===== src/rtl/decoder3x8_seq.sv =====
// Registered 3-to-8 one-hot decoder with valid/ready handshakes, a sweep mode
// that emits all eight one-hot words in order, and an output-handshake counter.
module decoder3x8_seq #(
  parameter int COUNT_W = 8
) (
  input  logic               clk,
  input  logic               rst_n,
  input  logic               in_valid,
  output logic               in_ready,
  input  logic [2:0]         A,
  input  logic               sweep_start,
  output logic               out_valid,
  input  logic               out_ready,
  output logic [7:0]         Y,
  output logic               busy,
  output logic               sweep_done,
  output logic [COUNT_W-1:0] count
);

  typedef enum logic {
    IDLE  = 1'b0,
    SWEEP = 1'b1
  } state_t;

  state_t     state;
  logic [2:0] sweep_idx;
  logic       slot_free;
  logic       in_hs;
  logic       out_hs;

  // rst_n gates in_ready so nothing is offered to the producer while held in reset
  assign slot_free = !out_valid || out_ready;
  assign in_ready  = rst_n && (state == IDLE) && slot_free && !sweep_start;
  assign in_hs     = in_valid && in_ready;
  assign out_hs    = out_valid && out_ready;
  assign busy      = (state == SWEEP);

  always_ff @(posedge clk or negedge rst_n) begin
    if (!rst_n) begin
      state      <= IDLE;
      sweep_idx  <= 3'd0;
      out_valid  <= 1'b0;
      Y          <= 8'h00;
      sweep_done <= 1'b0;
      count      <= '0;
    end else begin
      sweep_done <= 1'b0;
      if (out_hs) begin
        count <= count + COUNT_W'(1);
      end
      unique case (state)
        IDLE: begin
          // A sweep request beats a pending input, which is why in_ready masks sweep_start
          if (slot_free && sweep_start) begin
            state     <= SWEEP;
            sweep_idx <= 3'd0;
            Y         <= 8'h01;
            out_valid <= 1'b1;
          end else if (in_hs) begin
            Y         <= 8'b1 << A;
            out_valid <= 1'b1;
          end else if (out_hs) begin
            Y         <= 8'h00;
            out_valid <= 1'b0;
          end
        end
        SWEEP: begin
          if (out_hs) begin
            if (sweep_idx == 3'd7) begin
              state      <= IDLE;
              sweep_idx  <= 3'd0;
              Y          <= 8'h00;
              out_valid  <= 1'b0;
              sweep_done <= 1'b1;
            end else begin
              sweep_idx <= sweep_idx + 3'd1;
              Y         <= 8'b1 << (sweep_idx + 3'd1);
            end
          end
        end
        default: begin
          state <= IDLE;
        end
      endcase
    end
  end

endmodule


===== config.mk =====
export PLATFORM = sky130hd
export DESIGN_NAME = decoder3x8_seq
export DESIGN_NICKNAME = d
export VERILOG_FILES = /design/src/rtl/decoder3x8_seq.sv
export SDC_FILE = /design/constraint.sdc
export NUM_CORES = 1
export LEC_CHECK = 0
export ABC_AREA = 1
export CORE_ASPECT_RATIO = 1.25
export CORE_UTILIZATION = 45
export CTS_BUF_LIST = sky130_fd_sc_hd__clkbuf_8
export CTS_CLUSTER_DIAMETER = 60
export DETAILED_ROUTE_END_ITERATION = 8
export GPL_ROUTABILITY_DRIVEN = 0
export HOLD_SLACK_MARGIN = 0.03
export PLACE_DENSITY_LB_ADDON = 0.05
export SLEW_MARGIN = 0
export SYNTH_ARGS = -nofsm -noshare
export SYNTH_HDL_FRONTEND = slang
export SYNTH_SLANG_ARGS = --single-unit

===== constraint.sdc =====
create_clock -name clk -period 1.8 [get_ports clk]
set_input_delay 0.18 -clock clk [delete_from_list [all_inputs] [get_ports clk]]
set_output_delay 0.18 -clock clk [all_outputs]
set_load 0.05 [all_outputs]

After elaboration in Yosys (flattened, before gate mapping):

Index checks and enable logic that the tools add are counted.

* add/sub/neg operators: 2
* divide/modulo/power cells: 0
* multiplexer cells: 23
* eq/ne operators: 5
* reductions and logical operators: 12
* shift-type cells: 2
* multiply operators: 0
* magnitude comparators: 0
* bitwise operators: 1

Operators by type and width (count)
* two-way mux 8 bit: 5
* case mux 8 bit (2 select lines): 1
* << shifter 1 x 3 -> 8 bit (first input constant): 2
* two-way mux 1 bit: 11
* two-way mux 3 bit: 3
* adder 8 x 1 -> 8 bit (second input constant): 1
* logical AND 1 bit: 6
* inequality test 2 x 1 -> 1 bit (second input constant): 3
* case mux 3 bit (2 select lines): 1
* inequality test 4 x 3 -> 1 bit (second input constant): 1
* case mux 1 bit (2 select lines): 2
* AND reduction 2 bit: 2
* adder 3 x 1 -> 3 bit (second input constant): 1
* equality test 3 bit (second input constant): 1
* AND reduction 3 bit: 1
* zero test 1 bit: 2
* logical OR 1 bit: 1
* inverter 1 bit: 1

* logic and storage cells: 51
* latch bits: 0
* bits in registers: 22
* input bits: 8
* memory bits (read-only): 0
* RAM bits: 0
* memories: 0

Logic depth before layout (Yosys ltp):

* depth in word-level cells: 8
* mapped depth: 8
* depth with buffers taken out: 8

Least setup slack after synthesis:

No wires, ideal clock.

* path type: reg-to-reg
* start point: register state, in the netlist busy
* end point: register Y[2]
* cell stages (with the launch flop): 8
* data required time: 1.733 ns
* clock period less this slack: 1.568 ns
* data arrival time: 1.501 ns
* library setup time: 0.067 ns
* path buffers: 0
* slack: 0.232 ns
* path through: dfrtp_1 nor2_1 nand2_1 nor2_4 nand3_1 nand2_1 nand2_1 nand2_1

* cells in the longest elaborated chain, start to end: 8

Ends and longest elaborated chain
* start: declaration: RTL line 25 `state_t state;`
* start signal: assignment: RTL line 40 `state <= IDLE;`
* start signal: assignment: RTL line 55 `state <= SWEEP;`
* start signal: assignment: RTL line 70 `state <= IDLE;`
* inverter 1 bit *
* logical AND 1 bit * (3 in series): RTL line 33 `assign in_ready = rst_n && (state == IDLE) && slot_free && !sweep_start;`
* net in_ready: RTL line 9 `output logic in_ready,`
* logical AND 1 bit *: RTL line 34 `assign in_hs = in_valid && in_ready;`
* two-way mux 8 bit: RTL line 59 `end else if (in_hs) begin`
* two-way mux 8 bit: RTL line 54 `if (slot_free && sweep_start) begin`
* case mux 8 bit (2 select lines): RTL line 51 `unique case (state)`
* end signal: assignment: RTL line 60 `Y <= 8'b1 << A;`
* end signal: assignment: RTL line 77 `Y <= 8'b1 << (sweep_idx + 3'd1);`
* end: declaration: RTL line 14 `output logic [7:0] Y,`

Mark *: on every way through the listed nets, which the timed path passes. The rest lies on a longest branch.
A chain may end at the register's enable or synchronous reset.

Worst setup path in the final report:

* start point: register count[3]
* end point: output port count[3]

RTL lines
* start: declaration: RTL line 17 `output logic [COUNT_W-1:0] count`
* start signal: assignment: RTL line 49 `count <= count + COUNT_W'(1);`

No word-level cell between the ends.

==> results.json <==
{
  "outcome": "finished clean",
  "synth-main-ff-cell": "dfrtp_1",
  "final-seq-area_sq_um": 551,
  "max_freq_ghz": 0.594,
  "vias": 1107,
  "grt_use_total": 0.197,
  "path_cells": "clkdlybuf4s50_1",
  "hold_viol": 0,
  "drt-pass1-iter-count": 4,
  "vias_per_cell": 5.08,
  "critical_path.top_delay_family": "buffers and inverters",
  "whs_ps": 297,
  "clock-root-buffer": "clkbuf_8",
  "power_leakage_uw": 0.000840,
  "reg2reg_from": "sweep_idx[1]$_DFFE_PN0P_",
  "wirelength_mm": 2.63,
  "crit_type": "reg2out",
  "port_buffers": 27,
  "cts_buffer_depth": 2,
  "rr_worst_depth": 8,
  "ys_types": 23,
  "grt_pass1_vias": 1078,
  "ys_seq_area_frac": 0.435,
  "worst_setup_path_start_kind": "flop",
  "cts_hold_buffers": 0,
  "synth.most_common_cell": "nand2_1",
  "slew_viol_final": 0,
  "area_growth_pct": 29.4,
  "die_h_microns": 61.3,
  "critical_path_buf_inv_count": 1,
  "ys_ff_latch": 22,
  "diodes": 0,
  "synth_nets": 169,
  "setup_tns_ps": 0,
  "numClockSinks": 22,
  "clk_latency_ps": 250,
  "worstMarginPinSlew_ps": 499,
  "synthArstFlopShare": 1.00,
  "synthCells": 154,
  "rows": 21,
  "initial_core_util": 0.472,
  "min_period_ps": 1680,
  "slew_headroom": 0.666,
  "synth_top_cells_by_count": "nand2_1, dfrtp_1, inv_1, nand3_1, nor2_1",
  "setup_violations": 0,
  "fin_nets": 201,
  "die_w_microns": 49.4,
  "multi_input_area_sq_um": 627,
  "post-route-period-util": 0.935,
  "synth_top_area_share": 0.435,
  "drt-initial-drc-count": 21,
  "cts_setup_buffers": 0,
  "finClkSkew_ps": 2.76,
  "finalWorstSetupSlack_ps": 118,
  "yosysWarnings": 0,
  "min_path_type": "in2async",
  "clkTransAtPathRegs_ps": 80,
  "dp_slack_ps": 97.0,
  "gr-total-overflow": 0,
  "cp.required_ps": 1620,
  "grt_max_degree": 23,
  "hpwl_mm": 2.06,
  "avgSynthCellArea_sq_um": 8.21,
  "r2r_slack_ps": 240,
  "rsz0062_at_grt": "no",
  "endpoint_kind": "output port",
  "p_per_area_nw_per_um2": 1230,
  "antenna_found_initial": 0,
  "ioPinCount": 28,
  "cts_buffers": 3,
  "drive_gt1_frac": 0.130,
  "crit_fanout": 4,
  "fillers": 260,
  "synthTopCellsByArea": "dfrtp_1, nand2_1, ha_1",
  "h-tree-depth": 1,
  "antenna_left": 0,
  "wl_per_cell_microns": 12.0,
  "drc_errors": 0,
  "grt_first_pass_wirelength_mm": 4.55,
  "crit_cells": 1,
  "r2r-end": "Y[1]$_DFFE_PN0P_",
  "cts_tree": "yes",
  "cap_violations": 0,
  "die-area_sq_um": 3030,
  "coreArea_sq_um": 2680,
  "yosys.area.top_type": "dfrtp_1",
  "critical-path-max-stage-delay_ps": 830,
  "cpMaxStageDelayCell": "clkdlybuf4s50_1",
  "ir_worst_vdd_mv": 0.648,
  "synth-edff-count": 0,
  "cp.arrival_ps": 1500,
  "syn_area_sq_um": 1260
}
## logic make-up (layout without fill, tap and decap cells)
logic type | after synthesis | count (layout) | synth area share
buffers and inverters | 23 | 53 | 0.0732
adder cells (fa/ha/maj) | 7 | 7 | 0.0692
flip-flops | 22 | 22 | 0.435
XOR/XNOR | 6 | 6 | 0.0415
AND/OR/NAND/NOR | 88 | 88 | 0.345
AO/OA/AOI/OAI | 8 | 8 | 0.0356
## sequential cells by signal, indices dropped and copies added (netlist names)
name,cells
out_valid,1
Y,8
count,8
sweep_done,1
busy,1
sweep_idx,3
## what timing repair did
item / 4_1_cts / 5_1_grt
setup endpoints to repair: 0 / 1
resized for setup: 0 / 1
hold endpoints to repair: 0 / 0
## cell usage in the layout (no fill, tap or decap)
master / n
dfrtp_1: 22
o21ai_1: 2
xor2_1: 5
o21bai_1: 2
nor3_2: 1
nand4_2: 1
nor3_4: 1
nor3_1: 2
nand3_1: 14
inv_1: 16
nor2_2: 1
nor2_4: 2
nand2_1: 42
buf_4: 4
nand3_2: 3
o21ai_0: 3
inv_2: 4
a21oi_1: 1
xnor2_1: 1
buf_12: 1
clkbuf_8: 3
ha_1: 7
nand4_1: 8
nand2_2: 3
nor2_1: 10
clkdlybuf4s50_1: 25
## worst register-to-register path: cells and delay by family (launching register included)
family / cells / cell delay, ps
fa+ha+maj: 2 / 430
compound gates: 1 / 120
flops: 1 / 430
simple gates: 5 / 510
## metal layers
metal,track usage,vias up,share of wire
met5,0,-,0
met3,0.0173,4,0.029
met4,0.0898,0,0.014
met1,0.238,526,0.45
met2,0.362,24,0.51
li1,-,553,-
## power by group
group / internal (uW) / switching (uW) / leakage (uW) / total [uW]
clock network: 149 / 150 / 0.0000216 / 299
logic: 347 / 651 / 0.000530 / 998
registers: 617 / 106 / 0.000288 / 724
## how the worst max path moves through the flow
stage | from | to | slack, ps
floorplan | busy$_DFF_PN0_ | Y[2]$_DFFE_PN0P_ | 230
global placement | rst_n | Y[0]$_DFFE_PN0P_ | 130
detailed placement | rst_n | Y[4]$_DFFE_PN0P_ | 100
CTS | count[3]$_DFFE_PN0P_ | count[3] | 110
global route | count[3]$_DFFE_PN0P_ | count[3] | 70
finish | count[3]$_DFFE_PN0P_ | count[3] | 120
## layout make-up
class / instances / share of cell area
Inverter: 20 / 0.0459
Tap cell: 34 / 0.0260
Multi-Input combinational cell: 109 / 0.383
Timing Repair Buffer: 30 / 0.183
Clock buffer: 3 / 0.0252
Sequential cell: 22 / 0.336
## metrics by stage
step                area (sq um)  utilization  power (uW)  std cells
CTS                         1630        0.609        2030        218
finish                      1640        0.611        2020        218
global placement            1590        0.593        1710        215
floorplan                   1260            -        1390        154
global route                1640        0.611        2150        218
detailed placement          1590        0.593        1730        215
Power figures use the tool's default switching activity.
